$ cat src/rtl/ftdi_deframer_pkg.sv
// Shared constants and FSM state encoding for the FT245 receive deframer.
package ftdi_deframer_pkg;

    localparam logic [7:0] SYNC_BYTE = 8'hA5;
    localparam logic [7:0] ACK_BYTE  = 8'h06;
    localparam logic [7:0] NAK_BYTE  = 8'h15;

    typedef enum logic [2:0] {
        ST_HUNT    = 3'd0,
        ST_LEN     = 3'd1,
        ST_PAYLOAD = 3'd2,
        ST_CHK     = 3'd3,
        ST_ACK     = 3'd4
    } state_e;

    // A frame length is usable only if it is non-zero and a whole number of words.
    function automatic logic len_legal(input logic [7:0] len, input int unsigned word_bytes);
        return (len != 8'd0) && ((len & 8'(word_bytes - 1)) == 8'd0);
    endfunction

endpackage

$ cat src/rtl/ftdi_word_packer.sv
// Shifts payload bytes into a little-endian word and holds it in a valid/ready output register.
module ftdi_word_packer #(
    parameter int WORD_BYTES = 2
) (
    input  logic                    clk,
    input  logic                    rst,
    input  logic                    byte_valid_i,
    input  logic [7:0]              byte_data_i,
    input  logic                    byte_last_i,
    input  logic                    flush_i,
    output logic [8*WORD_BYTES-1:0] out_data_o,
    output logic                    out_valid_o,
    output logic                    out_last_o,
    input  logic                    out_ready_i
);

    localparam int W = 8 * WORD_BYTES;

    logic [1:0]   idx_q, idx_d;
    logic [W-1:0] buf_q, buf_d;
    logic [W-1:0] data_q, data_d;
    logic         valid_q, valid_d;
    logic         last_q, last_d;

    // The caller only pushes a byte while the output register is empty, so a
    // completed word never collides with a word still waiting for out_ready.
    always_comb begin
        idx_d   = idx_q;
        buf_d   = buf_q;
        data_d  = data_q;
        valid_d = valid_q;
        last_d  = last_q;
        if (valid_q && out_ready_i) begin
            valid_d = 1'b0;
            last_d  = 1'b0;
        end
        if (flush_i) begin
            idx_d = 2'd0;
        end else if (byte_valid_i) begin
            for (int i = 0; i < WORD_BYTES; i++) begin
                if (idx_q == 2'(i)) buf_d[i*8 +: 8] = byte_data_i;
            end
            if (idx_q == 2'(WORD_BYTES - 1)) begin
                data_d  = buf_d;
                valid_d = 1'b1;
                last_d  = byte_last_i;
                idx_d   = 2'd0;
            end else begin
                idx_d = idx_q + 2'd1;
            end
        end
    end

    always_ff @(posedge clk) begin
        if (rst) begin
            idx_q   <= 2'd0;
            buf_q   <= '0;
            data_q  <= '0;
            valid_q <= 1'b0;
            last_q  <= 1'b0;
        end else begin
            idx_q   <= idx_d;
            buf_q   <= buf_d;
            data_q  <= data_d;
            valid_q <= valid_d;
            last_q  <= last_d;
        end
    end

    assign out_data_o  = data_q;
    assign out_valid_o = valid_q;
    assign out_last_o  = last_q;

endmodule

$ cat src/rtl/ftdi_rx_deframer.sv
// FT245 receive deframer: SYNC/LEN/payload[/CHK] frames to packed words plus ACK/NAK byte.
// Define FTDI_DEFRAMER_CHECKSUM_EN to expect and verify the trailing XOR checksum byte.
module ftdi_rx_deframer
    import ftdi_deframer_pkg::*;
#(
    parameter int WORD_BYTES     = 2,
    parameter int TIMEOUT_CYCLES = 100000
) (
    input  logic                    clk,
    input  logic                    rst,
    input  logic [7:0]              rx_data,
    input  logic                    rx_valid,
    output logic                    rx_ready,
    output logic [7:0]              tx_data,
    output logic                    tx_valid,
    input  logic                    tx_ready,
    output logic [8*WORD_BYTES-1:0] out_data,
    output logic                    out_valid,
    output logic                    out_last,
    input  logic                    out_ready,
    output logic                    frame_ok,
    output logic                    frame_err,
    output logic [15:0]             err_count,
    output state_e                  state
);

    localparam int             TW        = $clog2(TIMEOUT_CYCLES + 1);
    localparam logic [TW-1:0]  TOUT_LAST = TW'(TIMEOUT_CYCLES - 1);

    // Every interface transfers on a cycle where valid && ready; valid, once
    // raised by a producer here, holds with stable data until that cycle.
    state_e        state_q, state_d;
    logic [7:0]    rem_q, rem_d;
    logic [TW-1:0] tout_q, tout_d;
    logic [7:0]    tx_data_q, tx_data_d;
    logic          tx_valid_q, tx_valid_d;
    logic          ok_q, ok_d;
    logic          err_q, err_d;
    logic [15:0]   cnt_q, cnt_d;
`ifdef FTDI_DEFRAMER_CHECKSUM_EN
    logic [7:0]    chk_q, chk_d;
`endif

    logic rx_fire, rx_idle, err_inc, push, push_last, flush;

    always_comb begin
        rx_ready = 1'b0;
        if (!rst) begin
            case (state_q)
                ST_HUNT, ST_LEN, ST_CHK: rx_ready = 1'b1;
                ST_PAYLOAD:              rx_ready = !out_valid;
                default:                 rx_ready = 1'b0;
            endcase
        end
    end

    assign rx_fire = rx_valid && rx_ready;
    assign rx_idle = rx_ready && !rx_valid;

    always_comb begin
        state_d    = state_q;
        rem_d      = rem_q;
        tout_d     = tout_q;
        tx_data_d  = tx_data_q;
        tx_valid_d = tx_valid_q;
        ok_d       = 1'b0;
        err_d      = 1'b0;
        err_inc    = 1'b0;
        push       = 1'b0;
        push_last  = 1'b0;
        flush      = 1'b0;
`ifdef FTDI_DEFRAMER_CHECKSUM_EN
        chk_d      = chk_q;
`endif
        case (state_q)
            ST_HUNT: begin
                if (rx_fire && rx_data == SYNC_BYTE) begin
                    state_d = ST_LEN;
                    tout_d  = '0;
                end
            end
            ST_LEN: begin
                if (rx_fire) begin
                    tout_d = '0;
                    if (!len_legal(rx_data, WORD_BYTES)) begin
                        tx_data_d  = NAK_BYTE;
                        tx_valid_d = 1'b1;
                        err_d      = 1'b1;
                        err_inc    = 1'b1;
                        state_d    = ST_ACK;
                    end else begin
                        rem_d   = rx_data;
`ifdef FTDI_DEFRAMER_CHECKSUM_EN
                        chk_d   = rx_data;
`endif
                        state_d = ST_PAYLOAD;
                    end
                end
            end
            ST_PAYLOAD: begin
                if (rx_fire) begin
                    tout_d    = '0;
                    push      = 1'b1;
                    push_last = (rem_q == 8'd1);
                    rem_d     = rem_q - 8'd1;
`ifdef FTDI_DEFRAMER_CHECKSUM_EN
                    chk_d     = chk_q ^ rx_data;
                    if (rem_q == 8'd1) state_d = ST_CHK;
`else
                    if (rem_q == 8'd1) begin
                        tx_data_d  = ACK_BYTE;
                        tx_valid_d = 1'b1;
                        ok_d       = 1'b1;
                        state_d    = ST_ACK;
                    end
`endif
                end
            end
`ifdef FTDI_DEFRAMER_CHECKSUM_EN
            ST_CHK: begin
                if (rx_fire) begin
                    tout_d     = '0;
                    tx_valid_d = 1'b1;
                    state_d    = ST_ACK;
                    if (rx_data == chk_q) begin
                        tx_data_d = ACK_BYTE;
                        ok_d      = 1'b1;
                    end else begin
                        tx_data_d = NAK_BYTE;
                        err_d     = 1'b1;
                        err_inc   = 1'b1;
                    end
                end
            end
`endif
            ST_ACK: begin
                if (tx_valid_q && tx_ready) begin
                    tx_valid_d = 1'b0;
                    state_d    = ST_HUNT;
                end
            end
            default: state_d = ST_HUNT;
        endcase

        // Only host silence counts; a stalled sample FIFO drops rx_ready and freezes the count.
        if ((state_q == ST_LEN || state_q == ST_PAYLOAD || state_q == ST_CHK) && rx_idle) begin
            if (tout_q == TOUT_LAST) begin
                tout_d  = '0;
                err_d   = 1'b1;
                err_inc = 1'b1;
                flush   = 1'b1;
                state_d = ST_HUNT;
            end else begin
                tout_d = tout_q + TW'(1);
            end
        end

        cnt_d = cnt_q;
        if (err_inc && cnt_q != 16'hFFFF) cnt_d = cnt_q + 16'd1;
    end

    always_ff @(posedge clk) begin
        if (rst) begin
            state_q    <= ST_HUNT;
            rem_q      <= 8'd0;
            tout_q     <= '0;
            tx_data_q  <= 8'd0;
            tx_valid_q <= 1'b0;
            ok_q       <= 1'b0;
            err_q      <= 1'b0;
            cnt_q      <= 16'd0;
`ifdef FTDI_DEFRAMER_CHECKSUM_EN
            chk_q      <= 8'd0;
`endif
        end else begin
            state_q    <= state_d;
            rem_q      <= rem_d;
            tout_q     <= tout_d;
            tx_data_q  <= tx_data_d;
            tx_valid_q <= tx_valid_d;
            ok_q       <= ok_d;
            err_q      <= err_d;
            cnt_q      <= cnt_d;
`ifdef FTDI_DEFRAMER_CHECKSUM_EN
            chk_q      <= chk_d;
`endif
        end
    end

    ftdi_word_packer #(.WORD_BYTES(WORD_BYTES)) u_packer (
        .clk          (clk),
        .rst          (rst),
        .byte_valid_i (push),
        .byte_data_i  (rx_data),
        .byte_last_i  (push_last),
        .flush_i      (flush),
        .out_data_o   (out_data),
        .out_valid_o  (out_valid),
        .out_last_o   (out_last),
        .out_ready_i  (out_ready)
    );

    assign tx_data   = tx_data_q;
    assign tx_valid  = tx_valid_q;
    assign frame_ok  = ok_q;
    assign frame_err = err_q;
    assign err_count = cnt_q;
    assign state     = state_q;

endmodule

$ cat config.mk
export PLATFORM = sky130hd
export DESIGN_NAME = ftdi_rx_deframer
export DESIGN_NICKNAME = d
export VERILOG_FILES = /design/src/rtl/ftdi_deframer_pkg.sv /design/src/rtl/ftdi_word_packer.sv /design/src/rtl/ftdi_rx_deframer.sv
export SDC_FILE = /design/constraint.sdc
export NUM_CORES = 1
export LEC_CHECK = 0
export CAP_MARGIN = 20
export CORE_MARGIN = 1.5
export CORE_UTILIZATION = 45
export DETAILED_ROUTE_END_ITERATION = 8
export DONT_BUFFER_PORTS = 1
export GPL_TIMING_DRIVEN = 0
export HOLD_SLACK_MARGIN = 0.15
export PLACE_DENSITY = 0.64
export SLEW_MARGIN = 20
export SYNTH_ARGS = -nofsm -noshare
export SYNTH_HDL_FRONTEND = slang
export SYNTH_HIERARCHICAL = 1
export SYNTH_SLANG_ARGS = --single-unit
$ cat constraint.sdc
create_clock -name clk -period 3 [get_ports clk]
set_clock_uncertainty 0.05 [all_clocks]
set_input_delay 0.45 -clock clk [delete_from_list [all_inputs] [get_ports clk]]
set_output_delay 0.45 -clock clk [all_outputs]
set_load 0.05 [all_outputs]
# After elaboration in Yosys (flattened, before gate mapping)
# Index checks and enable logic that the tools add are counted.
[totals]
in_bits = 13
word_cells = 120
register_bits = 91
[classes]
muxes = 54
n_reduce_logical = 29
eq_ne = 17
add_sub_neg = 4
bitwise = 3
[ops]
columns = ["cell", "count"]
rows = [
  ["$mux 8", 9],
  ["$mux 17", 4],
  ["$pmux 17 s2", 1],
  ["$pmux 8 s2", 2],
  ["$mux 1", 26],
  ["$mux 3", 8],
  ["$add 17x1->17 const B", 1],
  ["$eq 17x17->1 const B", 1],
  ["$add 16x1->16 const B", 1],
  ["$ne 16x16->1 const B", 1],
  ["$ne 2x2->1 const B", 6],
  ["$pmux 3 s4", 1],
  ["$eq 8x1->1 const B", 1],
  ["$eq 8x8->1 const B", 1],
  ["$logic_and 1x1->1", 8],
  ["$logic_not 8->1", 1],
  ["$reduce_bool 8->1", 1],
  ["$sub 8x1->8 const B", 1],
  ["$eq 3x2->1 const B", 2],
  ["$reduce_and 3->1", 2],
  ["$reduce_and 6->1", 1],
  ["$reduce_bool 3->1", 2],
  ["$reduce_or 3->1", 2],
  ["$reduce_and 5->1", 1],
  ["18 further kinds", 23],
]

# Depth between registers and ports, before layout
# Gate-level depths: netlist of run 1.
[logic_depth]
depth_word = 10
ltp_mapped = 10

# Modules after synthesis
# The synthesis of run 1 kept the hierarchy.
[by_module_without_submodules]
columns = ["mod", "cells_each", "seq_area_each_um2", "instances", "area_each_um2"]
rows = [
  ["ftdi_rx_deframer", 354, 1001.0, 1, 2990.4],
  ["ftdi_word_packer", 125, 560.5, 1, 1018.5],
]

# Worst setup path before layout of run 1
# Ideal clock, no wire load.
[synth_path]
path_type = "register to output"
startpoint = "register state_q[0], in the netlist state[0]"
endpoint = "output rx_ready"
path_stages_with_launch = 4
setup_slack_ns = 0.251
n_path_buf = 1
required_ns = 2.500
arrival_ns = 2.249
path_cell_list = "dfxtp_1 > buf_2 > nand3b_1 > nor3b_1"
[synth_via]
elab_chain_len = 4
elab_cells_between_ends = 7
cone_classes = "3 x eq/ne; 2 x mux; 2 x reduce/logical"
[synth_rtl]
columns = ["element", "line_no", "rtl"]
rows = [
  ["from (decl)", "ftdi_rx_deframer.sv:32", "state_e state_q, state_d;"],
  ["from (signal assigned)", "ftdi_rx_deframer.sv:176", "state_q <= state_d;"],
  ["$eq 3x1->1, or another cell as far along", "ftdi_rx_deframer.sv:49", "case (state_q)"],
  ["$reduce_or 3->1", "ftdi_rx_deframer.sv:49", ""],
  ["$pmux 1 s2 (*)", "ftdi_rx_deframer.sv:49", ""],
  ["$mux 1 (*)", "ftdi_rx_deframer.sv:48", "if (!rst) begin"],
  ["to (decl)", "ftdi_rx_deframer.sv:13", "output logic rx_ready,"],
]
# Mark *: on every way between the ends. The rest lies on a longest branch, timed or not.

# Final worst setup path of run 1
[layout_path]
startpoint = "register state_q[0], in the netlist state[0]"
endpoint = "register u_packer.data_q[12], in the netlist u_packer/out_data_o[12]"
[layout_via]
elab_chain_len = 9
elab_cells_between_ends = 17
cone_classes = "3 x eq/ne; 5 x mux; 1 x bitwise; 8 x reduce/logical"
[layout_rtl]
columns = ["element", "line_no", "rtl"]
rows = [
  ["$eq 3x1->1, or another cell as far along", "ftdi_rx_deframer.sv:49, ftdi_rx_deframer.sv:146", ""],
  ["$reduce_or 3->1", "ftdi_rx_deframer.sv:49", ""],
  ["$pmux 1 s2", "ftdi_rx_deframer.sv:49", ""],
  ["$mux 1", "ftdi_rx_deframer.sv:48", ""],
  ["$logic_and 1x1->1", "ftdi_rx_deframer.sv:58", "assign rx_idle = rx_ready && !rx_valid;"],
  ["$logic_and 1x1->1 (*)", "ftdi_rx_deframer.sv:146", "if ((state_q == ST_LEN || state_q == ST_PAYLOAD || state_q == ST_CHK) && rx_idle) begin"],
  ["$mux 1 (*)", "ftdi_rx_deframer.sv:146", ""],
  ["via flush", "ftdi_rx_deframer.sv:44", "logic rx_fire, rx_idle, err_inc, push, push_last, flush;"],
  ["$not 1->1 (no line) (*)", "n/a", ""],
  ["$reduce_and 3->1 (no line) (*)", "n/a", ""],
  ["to (signal assigned)", "ftdi_word_packer.sv:64", "data_q <= data_d;"],
  ["to (decl)", "ftdi_word_packer.sv:21", "logic [W-1:0] data_q, data_d;"],
]
# Mark *: on every way through the listed nets, which the timed path passes. The rest lies on a longest branch.
# A chain may end at the register's enable or synchronous reset.

==> results of run 1 <==
[power groups by stage]
stage,Sequential (mW),Combinational [mW],Clock (mW)
finish,1.03,0.0690,0.774
global route,1.04,0.0741,0.842
CTS,1.03,0.0647,0.785
detailed placement,1.06,0.0645,0
global placement,1.06,0.0633,0
floorplan,1.06,0.0521,0
[cells by family after synthesis]
group                    synth area share
AND/OR/NAND/NOR                     0.292
buffers and inverters              0.0627
adder cells (fa/ha/maj)            0.0125
AO/OA/AOI/OAI                       0.186
other                            0.000935
flip-flops                          0.390
multiplexers                       0.0440
XOR/XNOR                           0.0131
[cell type report]
cell class / instances / area share
Buffer: 34 / 0.0496
Clock buffer: 9 / 0.0282
Clock inverter: 7 / 0.0145
Inverter: 9 / 0.00769
Multi-Input combinational cell: 361 / 0.506
Sequential cell: 78 / 0.357
Tap cell: 108 / 0.0308
Timing Repair Buffer: 3 / 0.00684
[layer usage]
layer	share of wire	global-route usage	up-vias
met2	0.46	0.334	65
met3	0.047	0.0619	11
met4	0.013	0.0637	0
met1	0.48	0.276	1681
met5	0	0	-
li1	-	-	1740
[per-stage QoR]
| stage | total power, mW | instances | setup WS [ps] | area, um^2 |
|---|---|---|---|---|
| 2_1_floorplan | 1.11 | 482 | 251 | 4020 |
| 5_1_grt | 1.95 | 609 | 2.10 | 4390 |
| 4_1_cts | 1.88 | 606 | 6.40 | 4360 |
| 3_3_place_gp | 1.12 | 590 | 47.5 | 4160 |
| 3_5_place_dp | 1.12 | 590 | 29.6 | 4160 |
| 6_report | 1.88 | 609 | 222 | 4390 |
[sequential cells by signal (all words and copies together) (netlist names), 2 cells and up]
signal / flops
u_packer/idx_q: 2
rem_q: 8
u_packer/buf_q: 8
state: 3
tout_q: 17
u_packer/out_data_o: 16
err_count: 16
tx_data: 3
[what timing repair did]
item                                   in CTS  in global routing
endpoints found under the hold margin       0                  4
hold buffers                                0                  3
setup endpoints to repair                   4                 24
resized for setup                           1                  3
[how the worst max path moves through the flow]
stage / start / endpoint / slack [ps] / cells after the start
after floorplan: state[0]$_SDFF_PP0_ / rx_ready / 250 / 3
after global placement: state[0]$_SDFF_PP0_ / rx_ready / 50 / 3
after detailed placement: state[1]$_SDFF_PP0_ / u_packer/buf_q[5]$_SDFFE_PP0P_ / 30 / 7
after CTS: state[1]$_SDFF_PP0_ / u_packer/out_data_o[12]$_SDFFE_PP0P_ / 6 / 10
after global routing: state[0]$_SDFF_PP0_ / u_packer/out_data_o[12]$_SDFFE_PP0P_ / 2 / 10
final: state[0]$_SDFF_PP0_ / u_packer/out_data_o[12]$_SDFFE_PP0P_ / 220 / 10
[cells in the mapped netlist (2+ instances only)]
library cell	count	share of area
dfxtp_1	78	0.39
nand2_1	72	0.067
a21oi_1	49	0.061
nor2_1	34	0.032
nand3_1	17	0.021
nor3_1	17	0.021
o21ai_0	14	0.017
and3_1	12	0.019
nor2b_1	11	0.017
buf_2	10	0.012
mux2_1	10	0.028
clkbuf_1	9	0.0084
inv_1	9	0.0084
buf_4	8	0.015
nand4_1	8	0.012
o22ai_1	7	0.011
and2_1	6	0.0094
a211o_1	5	0.011
a211oi_1	5	0.0094
buf_6	5	0.014
and4_1	4	0.0087
ha_1	4	0.012
nor4_1	4	0.0062
or3_1	4	0.0062
xnor2_1	4	0.0087
a221o_1	3	0.0075
a22o_1	3	0.0066
mux2_2	3	0.0084
mux2i_1	3	0.0075
nand2b_1	3	0.0047
nor3b_1	3	0.0056
a21o_1	2	0.0037
a31oi_1	2	0.0031
dlygate4sd1_1	2	0.0044
nand3b_1	2	0.0037
nand4bb_1	2	0.0056
o211a_1	2	0.0050
o211ai_1	2	0.0037
o21a_1	2	0.0037
or2_2	2	0.0031
or3b_2	2	0.0044
xor2_1	2	0.0044
[cells in the final DEF (no fill, tap or decap), types with 10 or more instances in the layout]
cell,Yosys,layout
a21oi_1,49,49
and3_1,12,12
buf_2,10,10
dfxtp_1,78,75
mux2_1,10,10
nand2_1,72,72
nand3_1,17,17
nor2_1,34,34
nor2b_1,11,11
nor3_1,17,17
o21ai_0,14,14
==> out/results.ini, run 1 <==
[pwr]
leakage_nw = 1.62
pwr-share-clk = 0.412
power_density_nw_per_um2 = 428
switchingPower_mw = 0.502
sw_frac_of_total = 0.267
peakVddDrop_v = 0.000197
comb_power_share = 0.037
p_seq_frac = 0.551
p_int_mw = 1.38

[yosys]
syn_area_um2 = 4010
synth_cells = 479
synth_cell_type_count = 75
syn_area_per_cell_um2 = 8.37
synth_edf_count = 0
ys.warnings.count = 6
ys.flop_type = dfxtp_1
yosysSeqAreaShare = 0.390
ys_seq_elements = 78
synth-async-reset-ratio = 0

[critical_path]
regToRegStartpoint = state[0]$_SDFF_PP0_
crit_slowest_cell = dfxtp_2
worst_path_most_repeated_cell = buf_2
endpoint_kind = register
arrival_ps = 3010
reg2reg_depth = 10
crit_chain = buf_2 -> inv_1 -> a2111oi_4 -> nand3_4 -> inv_1 -> nand4bb_1 -> buf_2 -> buf_2 -> nand2_1 -> a21oi_1
startpoint_type = register
critical-path-top-delay-family = buffers and inverters
critPathRequiredTime_ps = 3240
crit_buf_inv = 5
r2r_slack_ps = 220
critPathMaxFanout = 10
worstReg2RegEnd = u_packer/out_data_o[12]$_SDFFE_PP0P_
critPathKind = register to register
slowest_delay_ps = 510

[run]
max_cap_viol_count = 0

[sta]
timing.hold.ws_ps = 159
fmax_ghz = 0.360
setup_tns_ps = 0
rsz0062_at_grt = false
slew_headroom = 0.409
worst_pin_slew_ps = 882
fin_crit_sh = 0.926
final-setup-viol-count = 0
hold_viol = 0
post-route-min-period_ps = 2780
slew_violations = 0

[final_layout]
fin_nets = 513
diodes = 0
nFillCells = 892
multiInputGateArea_um2 = 2220
drive_above_1_share = 0.138
final_util = 0.506
area_growth_pct = 9.52
seqCellArea_um2 = 1570

[route]
routed_wl_um = 9770
drt.antenna.violating_nets = 0
vias = 3497
viasPerCell = 5.74
drtIter0Drc = 153
post-route-drc-count = 0
wl_per_cell_um = 16.0
drtPass1Iterations = 4

[clock_network]
post_cts_buffers = 0
clkTransAtPathRegs_ps = 100
cts_root_buffer = clkbuf_8
cts_buffers = 9
cts_max_level = 3
clkLatencyLatePin_ps = 360
clock_path_buffers = 2
clock-sinks = 78
cts_tree = done

[global_routing]
grt_pass1_wl_um = 16100
antenna_found_initial = 0
grt_pass1_vias = 3249
grt_overflow = 0
grt_max_degree = 17
gr-usage-all-layers = 0.210

[min_path]
whs_endpoint = u_packer/buf_q[3]$_SDFFE_PP0P_
hp-class = input pin to register
hold-path-cell-count = 2
hp-start = rx_data[3]

[place]
dpl.hpwl_um = 7130
port-buffer-count = 0
gp_congestion = 0.848

[floorplan]
num_rows = 34
die_w_um = 97.4
core_um2 = 8680
dieHeight_um = 97.4
io_pins = 62
initial_core_util = 0.462
die_area_um2 = 9480

[run_status]
status = finished clean

Note: power is estimated with default switching activity, not from simulation.
==> run 2, diff against run 1 <==
Settings changed: CTS_CLUSTER_SIZE from default to 24.
==> results of run 2 <==
The final DEF is identical to that of run 1; final timing and power are the same.
